===== src/rtl/vga_timing_gen_if.sv =====
// Pixel-position bundle driven by the VGA timing generator and consumed by
// overlay/prompt controllers for ROM addressing and display blanking.
interface vga_timing_gen_if;
  logic [9:0] hCount;
  logic [9:0] vCount;
  logic       bright;
  logic       hSync;
  logic       vSync;
  logic       pixel_tick;
  logic       line_start;
  logic       frame_start;

  modport master (
    output hCount, vCount, bright, hSync, vSync,
    output pixel_tick, line_start, frame_start
  );

  modport slave (
    input hCount, vCount, bright, hSync, vSync,
    input pixel_tick, line_start, frame_start
  );
endinterface


===== src/rtl/vga_timing_gen.sv =====
// VGA scan timing: pixel-rate divider, horizontal/vertical counters,
// sync/visible decodes and registered line/frame start strobes.
module vga_timing_gen #(
  parameter int DIV         = 4,
  parameter int H_TOTAL     = 800,
  parameter int V_TOTAL     = 525,
  parameter int H_SYNC      = 96,
  parameter int V_SYNC      = 2,
  parameter int H_VIS_START = 144,
  parameter int H_VIS_END   = 783,
  parameter int V_VIS_START = 35,
  parameter int V_VIS_END   = 514
) (
  input  logic              clk,
  input  logic              rst,
  vga_timing_gen_if.master  vga
);
  localparam int DW = $clog2(DIV);

  logic [DW-1:0] divider_reg;
  logic [9:0]    h_count_reg;
  logic [9:0]    v_count_reg;
  logic          line_start_reg;
  logic          frame_start_reg;
  logic          tick;
  logic          h_last;
  logic          v_last;

  assign tick   = (divider_reg == DW'(DIV - 1));
  assign h_last = (h_count_reg == 10'(H_TOTAL - 1));
  assign v_last = (v_count_reg == 10'(V_TOTAL - 1));

  always_ff @(posedge clk) begin
    if (!rst) begin
      divider_reg     <= '0;
      h_count_reg     <= '0;
      v_count_reg     <= '0;
      line_start_reg  <= 1'b0;
      frame_start_reg <= 1'b0;
    end else begin
      divider_reg     <= tick ? '0 : divider_reg + DW'(1);
      // Strobes are registered so they land on the first cycle of the new count.
      line_start_reg  <= tick && h_last;
      frame_start_reg <= tick && h_last && v_last;
      if (tick) begin
        if (!h_last) begin
          h_count_reg <= h_count_reg + 10'd1;
        end else begin
          h_count_reg <= '0;
          v_count_reg <= v_last ? '0 : v_count_reg + 10'd1;
        end
      end
    end
  end

  assign vga.hCount      = h_count_reg;
  assign vga.vCount      = v_count_reg;
  assign vga.pixel_tick  = tick;
  assign vga.line_start  = line_start_reg;
  assign vga.frame_start = frame_start_reg;
  assign vga.hSync       = !(h_count_reg < 10'(H_SYNC));
  assign vga.vSync       = !(v_count_reg < 10'(V_SYNC));
  assign vga.bright      = (h_count_reg >= 10'(H_VIS_START)) && (h_count_reg <= 10'(H_VIS_END)) &&
                           (v_count_reg >= 10'(V_VIS_START)) && (v_count_reg <= 10'(V_VIS_END));
endmodule


===== src/flat_wrapper.sv =====
// flat-port wrapper written by rule: the top's interface ports become plain ports
module vga_timing_gen_flat 
#(
  parameter int DIV         = 4,
  parameter int H_TOTAL     = 800,
  parameter int V_TOTAL     = 525,
  parameter int H_SYNC      = 96,
  parameter int V_SYNC      = 2,
  parameter int H_VIS_START = 144,
  parameter int H_VIS_END   = 783,
  parameter int V_VIS_START = 35,
  parameter int V_VIS_END   = 514
)
  (clk, rst, vga_hCount, vga_vCount, vga_bright, vga_hSync, vga_vSync, vga_pixel_tick, vga_line_start, vga_frame_start);
  vga_timing_gen_if vga_i ();
  input  logic clk;
  input  logic rst;
  output wire logic [$bits(vga_i.hCount)-1:0] vga_hCount;
  output wire logic [$bits(vga_i.vCount)-1:0] vga_vCount;
  output wire logic [$bits(vga_i.bright)-1:0] vga_bright;
  output wire logic [$bits(vga_i.hSync)-1:0] vga_hSync;
  output wire logic [$bits(vga_i.vSync)-1:0] vga_vSync;
  output wire logic [$bits(vga_i.pixel_tick)-1:0] vga_pixel_tick;
  output wire logic [$bits(vga_i.line_start)-1:0] vga_line_start;
  output wire logic [$bits(vga_i.frame_start)-1:0] vga_frame_start;
  assign vga_hCount = vga_i.hCount;
  assign vga_vCount = vga_i.vCount;
  assign vga_bright = vga_i.bright;
  assign vga_hSync = vga_i.hSync;
  assign vga_vSync = vga_i.vSync;
  assign vga_pixel_tick = vga_i.pixel_tick;
  assign vga_line_start = vga_i.line_start;
  assign vga_frame_start = vga_i.frame_start;
  vga_timing_gen #(.DIV(DIV), .H_TOTAL(H_TOTAL), .V_TOTAL(V_TOTAL), .H_SYNC(H_SYNC), .V_SYNC(V_SYNC), .H_VIS_START(H_VIS_START), .H_VIS_END(H_VIS_END), .V_VIS_START(V_VIS_START), .V_VIS_END(V_VIS_END)) u_core (.clk(clk), .rst(rst), .vga(vga_i));
endmodule

===== config.mk =====
export PLATFORM = sky130hd
export DESIGN_NAME = vga_timing_gen_flat
export DESIGN_NICKNAME = d
export VERILOG_FILES = /design/src/rtl/vga_timing_gen_if.sv /design/src/rtl/vga_timing_gen.sv /design/src/flat_wrapper.sv
export SDC_FILE = /design/constraint.sdc
export NUM_CORES = 1
export LEC_CHECK = 0
export CORE_ASPECT_RATIO = 0.8
export CORE_MARGIN = 4
export CORE_UTILIZATION = 51
export CTS_BUF_LIST = sky130_fd_sc_hd__clkbuf_4 sky130_fd_sc_hd__clkbuf_8
export DETAILED_ROUTE_END_ITERATION = 8
export PLACE_DENSITY = 0.81
export SYNTH_ARGS = -nofsm -noshare
export SYNTH_HDL_FRONTEND = slang
export SYNTH_SLANG_ARGS = --single-unit
export TNS_END_PERCENT = 20

===== constraint.sdc =====
create_clock -name clk -period 2.42 [get_ports clk]
set_clock_uncertainty 0.15 [all_clocks]
set_input_delay 0.726 -clock clk [delete_from_list [all_inputs] [get_ports clk]]
set_output_delay 0.726 -clock clk [all_outputs]
set_load 0.05 [all_outputs]

[Word-level counts from Yosys, hierarchy flattened]
Index checks and enable logic that the tools add are counted.
Word-level totals
  RAM bits: 0
  flip-flop bits (word level): 24
  ROM bits: 0
  input bits: 2
  bits in latches: 0
  memories: 0
Operators by class
  bitwise gates (word level): 1
  order comparisons: 6
  eq/ne operators: 3
  shift operators: 0
  div/mod/pow operators: 0
  $mul: 0
  $add $sub $neg: 3
  reduce and logical (&&, ||, !) cells: 9
  multiplexer cells: 2
Operators with widths (count)
  $add A10 B1 Y10 const B: 2
  $eq A10 B10 Y1 const B: 2
  $le A10 B10 Y1 const B: 2
  $mux W10: 2
  $ge A10 B6 Y1 const B: 1
  $ge A10 B8 Y1 const B: 1
  $lt A10 B2 Y1 const B: 1
  $lt A10 B7 Y1 const B: 1
  $logic_and A1 B1 Y1: 5
  $add A2 B1 Y2 const B: 1
  $eq A2 B2 Y1 const B: 1
  $logic_not A1 Y1: 2
  $reduce_and A2 Y1: 1
  $reduce_or A2 Y1: 1
  $not A1 Y1: 1

[Depth between registers and ports, before layout]
Gate-level depths: netlist of the first run.
  word-level depth: 4
  gate-level depth with buffers: 6

[Least setup slack after synthesis of the first run]
OpenSTA, ideal clock, no wires.
  path type: reg-to-output
  start point: register u_core.v_count_reg[6] (netlist: u_core.vga.vCount[6])
  end point: output port vga_bright
  slack: -966 ps
  arrival: 2510 ps
  stages on the path, launching flop included: 5
  buffers on the path: 0
  required time: 1544 ps
  path through: dfxtp_1 > or3_1 > nor3_1 > o211ai_1 > a221oi_1
On the way
  cells in the longest elaborated chain, start to end: 3
Ends and longest elaborated chain
  start, declared: RTL line vga_timing_gen.sv:22  | logic [9:0] v_count_reg;
  start signal, assigned: RTL line vga_timing_gen.sv:50  | v_count_reg <= v_last ? '0 : v_count_reg + 10'd1;
  $ge A10 B6 Y1: RTL line vga_timing_gen.sv:64  | (v_count_reg >= 10'(V_VIS_START)) && (v_count_reg <= 10'(V_VIS_END));
  $logic_and A1 B1 Y1: RTL line vga_timing_gen.sv:63  | assign vga.bright = (h_count_reg >= 10'(H_VIS_START)) && (h_count_reg <= 10'(H_VIS_END)) &&
  $logic_and A1 B1 Y1 *: RTL line vga_timing_gen.sv:64
  end, declared: RTL line flat_wrapper.sv:20  | output wire logic [$bits(vga_i.bright)-1:0] vga_bright;
Every way passes the cells marked *; elsewhere a longest branch is shown, timed or not.

[Worst setup path after layout of the first run]
Same ends and word-level chain as after synthesis.

==> results of run 1 <==
[stage by stage]
step / hold slack (ps) / utilization, % / total power (µW)
2_1_floorplan: 254 / - / 438
3_3_place_gp: 262 / 72.9 / 454
3_5_place_dp: 284 / 72.9 / 457
4_1_cts: 303 / 74.7 / 646
5_1_grt: 329 / 75.0 / 666
6_report: 294 / 75.0 / 642
[cell families after synthesis]
group / Yosys count
multiplexers: 2
AND/OR/NAND/NOR: 70
flip-flops: 24
AO/OA/AOI/OAI: 19
XOR/XNOR: 11
adder cells (fa/ha/maj): 6
buffers and inverters: 12
[worst max-delay path, cell delays in order (launching register included)]
cell	delay, ps
dfxtp_4	360
or3_4	410
nor3_4	140
o211ai_1	160
a221oi_4	320
buf_12	180
[timing repair]
item	CTS	global route
gates cloned	0	0
setup buffers	0	0
resized for setup	4	2
pin swaps	2	0
endpoints found under the setup margin	3	3
[report_power, final]
| part | internal (µW) | total, µW | switching (µW) | leakage (µW) |
|---|---|---|---|---|
| Clock | 75.7 | 193 | 118 | 0.0000184 |
| Combinational | 18.6 | 46.0 | 27.4 | 0.000458 |
| Sequential | 398 | 402 | 3.84 | 0.000198 |
| Total | 493 | 642 | 149 | 0.000674 |
[area by class of cell]
| class | count | area (µm²) | area share, % |
|---|---|---|---|
| Sequential cell | 24 | 493 | 29.4 |
| Multi-Input combinational cell | 108 | 738 | 44.1 |
| Timing Repair Buffer | 40 | 357 | 21.3 |
| Inverter | 7 | 26.3 | 1.57 |
| Clock buffer | 4 | 30.0 | 1.79 |
| Tap cell | 25 | 31.3 | 1.87 |
[cells in the final DEF, fill, tap and decap left out, types with 3 or more instances in the layout]
cell / netlist / layout
nor4_1: 4 / 4
o21ai_0: 3 / 3
nor3_1: 7 / 6
ha_1: 6 / 6
nand3_1: 8 / 8
o31ai_1: 3 / 3
buf_4: 0 / 30
clkbuf_4: 0 / 4
xnor2_1: 7 / 7
nand2_1: 8 / 8
or4_1: 3 / 3
buf_12: 0 / 3
xor2_1: 4 / 4
inv_1: 7 / 7
a21oi_1: 5 / 5
nand4_1: 6 / 6
clkdlybuf4s50_1: 0 / 3
dfxtp_2: 0 / 4
nor2_1: 20 / 20
dfxtp_1: 24 / 18
[worst paths after layout]
path	slack [ps]	cells past startpoint	end	start
setup / recovery	-340	5	vga_bright	u_core.vga.vCount[6]$_SDFFE_PN0P_
hold / removal	290	1	u_core.divider_reg[0]$_SDFF_PP0_	u_core.divider_reg[0]$_SDFF_PP0_
setup reg to reg	240	5	u_core.vga.vCount[8]$_SDFFE_PN0P_	u_core.vga.hCount[0]$_SDFFE_PN0P_
hold reg to reg	290	1	u_core.divider_reg[0]$_SDFF_PP0_	u_core.divider_reg[0]$_SDFF_PP0_
[per-layer routing]
| metal | track usage (%) | vias to the layer above | wire length [µm] |
|---|---|---|---|
| met5 | 0 | - | 0 |
| met4 | 11.4 | 0 | 114 |
| met3 | 5.83 | 18 | 294 |
| met2 | 35.4 | 70 | 1510 |
| met1 | 25.8 | 577 | 1460 |
| li1 | - | 598 | - |
==> impl_results.md, run 1 <==
* Worst-path fanout max at 3
* Pwr/cell area at 383 mW/mm²
* Top-area cell type share of the netlist area at between 30 and 40%
* EDFF count, synth at 0
* Via count at about 1300
* Final nets at around 190
* Non-Filler Instances at around 210
* Die extent in x at between 60 and 70 µm
* Via/cell ratio at roughly 6
* Cells after Synth at about 140
* Placed insts at 204
* GRT Resource Usage Total at between 20 and 25%
* Mux share of post-synthesis cell area at under 10%
* Routed Antenna Nets at 0
* Post-synthesis simple-gate area fraction at 30.8%
* Adder-cell share of the synthesized area at 6.10%
* GR Overflow Total at 0
* Required time of the critical path at 1540 ps
* YS warnings at 0
* Avg Inst Size Synth at about 8.5 µm²
* Largest area contributor in the netlist: dfxtp_1
* Share of layout cells above drive strength 1 at about 28%
* Status: complete, but fails checks
* Count of filler cells inserted in the layout at ~170
* Crit Path Class: reg -> out
* Htree depth at 1
* Setup Viol. Count Final at 1
* RSZ-0062 raised after global routing: true
* Routability cong. at between 0.8 and 0.9
* Failing checks: setup timing
* Main combinational cell family by area after synthesis: simple AND/OR/NAND/NOR gates
* Number of clock buffers inserted by TritonCTS at 3
* Detailed Place HPWL at around 2.6 mm
* Drt first pass iters at 4
* Share of synthesized registers carrying an async set or reset at 0%
* Area contributors post-synth: dfxtp_1 (39%), ha_1 (6.1%), nor2_1 (6.1%)
* Clock root cell: clkbuf_4
* Mapped Area at around 0.0012 mm²
* Critical Path AT at 1880 ps
* Static leakage at 0.000674 µW
* Most frequent cells after synthesis: dfxtp_1 (24), nor2_1 (20), nand2_1 (8), nand3_1 (8)
* Design Area, Final at ~0.0017 mm²
* Fin crit period at between 2000 and 3000 ps
* Setup crit start kind: register
* Largest net degree at the start of global routing at 14
* Post-synth top flop: dfxtp_1
* Final Hold Fails at 0
* Setup_tns at -336 ps
* Worst Setup Slack, final at -336 ps
* ANT cells at 0
* Initial antenna violation count at 0
* Initial DRC Count at between 60 and 70
* PortBufs at 27
* Clock sinks at 24
* #FFs+latches synth at 24
* Number of remaining DRC errors at 0
* Critical Path End Type: output pin
* Die area at about 0.0033 mm²
* Netlist cell types at 37
* Core area at 0.00223 mm²
* Hold Crit Class: reg -> reg
* Drt total wl at about 3.4 mm
* Worst-Margin Slew at 527 ps
* Chip Height at ~52 µm
* Clock-pin slew on the worst setup and hold paths at 120 ps
* XOR/XNOR Fraction of Synth Area at approximately 7.8%
* Placed cell area at ~0.0016 mm²
* Pre-CTS setup slack at slightly below 8 ps
* Area grow syn2layout at 36.1%
* Max cap viols at 0
* Clock buffer depth at 2
* Syn_nets at between 150 and 200
* Clock latency on the worst-skew pair at approximately 320 ps
* Num ports at 28
* Register area share after synthesis at between 30% and 40%
* Worst rel slew slack at about two thirds
* Cell with the most instances after synthesis: dfxtp_1
* CTS tree: built
* Fin crit share at 114%
* Slew Limit Fails at 0
* Peak supply drop at between 300 and 400 µV
* Synth Area in Compound Gates at 10.3%
* Routed WL per cell at ~16 µm
* Global-route wire length before repair at between 5 and 6 mm
* Initial Utilization at between 50% and 60%
* Post-CTS Hold Buffers at 0
* Number of cell rows at 15
* Vias in the first global route at 1216
* FMAX at approximately 360 MHz
Note: power is estimated with default switching activity, not from simulation.
==> run 2: changes to the inputs <==
Settings changed: CORE_MARGIN 4 to 5.
==> run 2 against run 1 <==
The flow still finishes with violations (setup timing). Die area increased by 7.2%. Critical path depth unchanged. Sequential share of layout area increased by 0.18 points. Combinational power decreased by 4.6%. Global-route usage decreased by 0.68 points. Core utilization decreased by 0.45 points. First-iteration DRC count increased by 25%. Critical path type unchanged. Sequential power about the same. Flip-flop and latch count unchanged.
==> impl_results.md, run 2 (synthesis results as in run 1) <==
* Die extent in x at 64.9 µm (+3.2%)
* Final nets at 191 (-0.52%)
* PortBufs at 27 (unchanged)
* Initial DRC Count at 81 (+25%)
* Slew Limit Fails at 0 (unchanged)
* Post-CTS Hold Buffers at 0 (unchanged)
* Via count at 1229 (-2.7%)
* Design Area, Final at 0.00167 mm² (-0.60%)
* Critical Path AT at 1890 ps (about the same)
* Fin crit share at 114% (+0.59 points)
* Required time of the critical path at 1540 ps (about the same)
* Failing checks: setup timing
* Core area at 0.00223 mm² (unchanged)
* Pwr/cell area at 387 mW/mm² (+1.1%)
* Status: complete, but fails checks
* Chip Height at 53.9 µm (+3.9%)
* Final Hold Fails at 0 (unchanged)
* Static leakage at 0.000665 µW (-1.3%)
* ANT cells at 0 (unchanged)
* Slowest CP cell: or3_4
* Fin Hold WS at 287 ps (-7.00 ps)
* Routed WL per cell at 15.9 µm (-1.8%)
* Initial antenna violation count at 0 (unchanged)
* Routed Antenna Nets at 0 (unchanged)
* Most frequent cells in the layout: buf_4 (31), nor2_1 (20), dfxtp_1 (18)
* Clock root cell: clkbuf_4
* Crit Path Class: reg -> out
* Max cap viols at 0 (unchanged)
* Vias in the first global route at 1134 (-6.7%)
* Non-Filler Instances at 207 (-0.48%)
* CP Cell Sequence: or3_4 > nor3_4 > o211ai_1 > a221oi_4 > buf_12
* Post-CTS Setup Bufs at 0 (unchanged)
* Initial Utilization at 55.1% (unchanged)
* Setup crit start kind: register
* Placed cell area at 0.00162 mm² (-0.77%)
* Clock-pin slew on the worst setup and hold paths at 130 ps (about the same)
* Num ports at 28 (unchanged)
* Setup Viol. Count Final at 1 (unchanged)
* FMAX at 361 MHz (-0.52%)
* Clock buffer depth at 2 (unchanged)
* GR Overflow Total at 0 (unchanged)
* Area grow syn2layout at 35.3%
* Drt first pass iters at 4 (unchanged)
* Global-route wire length before repair at 5.48 mm (+0.26%)
* Critical Path End Type: output pin
* Largest net degree at the start of global routing at 14 (unchanged)
* Via/cell ratio at 5.94 (-2.2%)
* CP max stage delay at 410 ps (about the same)
* Placed insts at 203 (-0.49%)
* Share of layout cells above drive strength 1 at 29.1% (+0.71 points)
* Htree depth at 1 (unchanged)
* Number of clock buffers inserted by TritonCTS at 3 (unchanged)
* Final Total Pwr at 645 µW (+0.48%)
* Worst-path fanout max at 3 (unchanged)
* Peak supply drop at 411 µV (+31%)
* Drt total wl at 3.30 mm (-2.3%)
* Number of remaining DRC errors at 0 (unchanged)
* Routability cong. at 0.887 (+4.0%)
* Number of cell rows at 15 (unchanged)
* GRT Resource Usage Total at 20.8% (-0.68 points)
* Fin crit period at 2770 ps (+14.3 ps)
* RSZ-0062 raised after global routing: true
* Count of filler cells inserted in the layout at 172 (+4.2%)
* Hold Crit Class: reg -> reg
* Detailed Place HPWL at 2.58 mm (+0.46%)
* Worst Setup Slack, final at -350 ps (-14.3 ps)
* Most common cell after layout, fill and taps aside: buf_4
* Die area at 0.00350 mm² (+7.2%)
* Worst-Margin Slew at 525 ps (-1.53 ps)
* Clock sinks at 24 (unchanged)
* Clock latency on the worst-skew pair at 320 ps (about the same)
* CTS tree: built
* Worst rel slew slack at 64.9% (-0.095 points)
[run 2: changes by cell type in the layout (fill, tap and decap cells not counted), sizes merged]
cell / previous run / this run
buf: 34 / 35
dlygate4sd2: 2 / 0
[run 2: critical path, delay by kind of cell (launching register included)]
kind	cells	cell delay, ps
and+or+nand+nor	2	550
AOI/OAI and AO/OA	2	470
DFF	1	360
buffers and inverters	1	180
[run 2: per-layer routing]
layer | track usage, % | wire length, µm | share of wire, %
met4 | 3.86 | 59 | 1.8
met3 | 5.85 | 215 | 6.5
met1 | 27.0 | 1500 | 46
met2 | 35.1 | 1520 | 46
met5 | 0 | 0 | 0
[run 2: path summary, 6_finish.rpt]
| check | cells after the start | to | slack [ps] | start |
|---|---|---|---|---|
| worst max-delay path | 5 | vga_bright | -350 | u_core.vga.vCount[6]$_SDFFE_PN0P_ |
| worst min-delay path | 1 | u_core.divider_reg[0]$_SDFF_PP0_ | 290 | u_core.divider_reg[0]$_SDFF_PP0_ |
| worst max register to register | 6 | u_core.vga.vCount[6]$_SDFFE_PN0P_ | 250 | u_core.vga.hCount[0]$_SDFFE_PN0P_ |
| worst min register to register | 1 | u_core.divider_reg[0]$_SDFF_PP0_ | 290 | u_core.divider_reg[0]$_SDFF_PP0_ |
[run 2: area by class of cell]
| class | count | area (µm²) | area share, % |
|---|---|---|---|
| clock buffers | 4 | 30.0 | 1.80 |
| inverters | 7 | 26.3 | 1.58 |
| multi-input cells | 108 | 738 | 44.3 |
| flip-flops and latches | 24 | 493 | 29.6 |
| well taps | 25 | 31.3 | 1.88 |
| repair buffers | 39 | 347 | 20.8 |
[run 2: metrics by stage]
step | TNS [ps] | setup slack, ps | util [%]
after floorplan | -99.3 | -99.3 | -
after global placement | 0 | 49.6 | 72.3
after detailed placement | 0 | 9.40 | 72.3
after CTS | -336 | -336 | 73.9
after global routing | -501 | -439 | 74.6
final | -350 | -350 | 74.6
[run 2: power breakdown]
group          total (µW)  internal (µW)  switching (µW)
registers             402            398            3.61
clock network         199           75.8             123
logic                43.9           17.4            26.5
[run 2: what timing repair did]
| action | 4_1_cts | 5_1_grt |
|---|---|---|
| resized for setup | 1 | 3 |
| endpoints found under the hold margin | 0 | 0 |
| setup endpoints to repair | 1 | 3 |
| pin swaps | 2 | 0 |
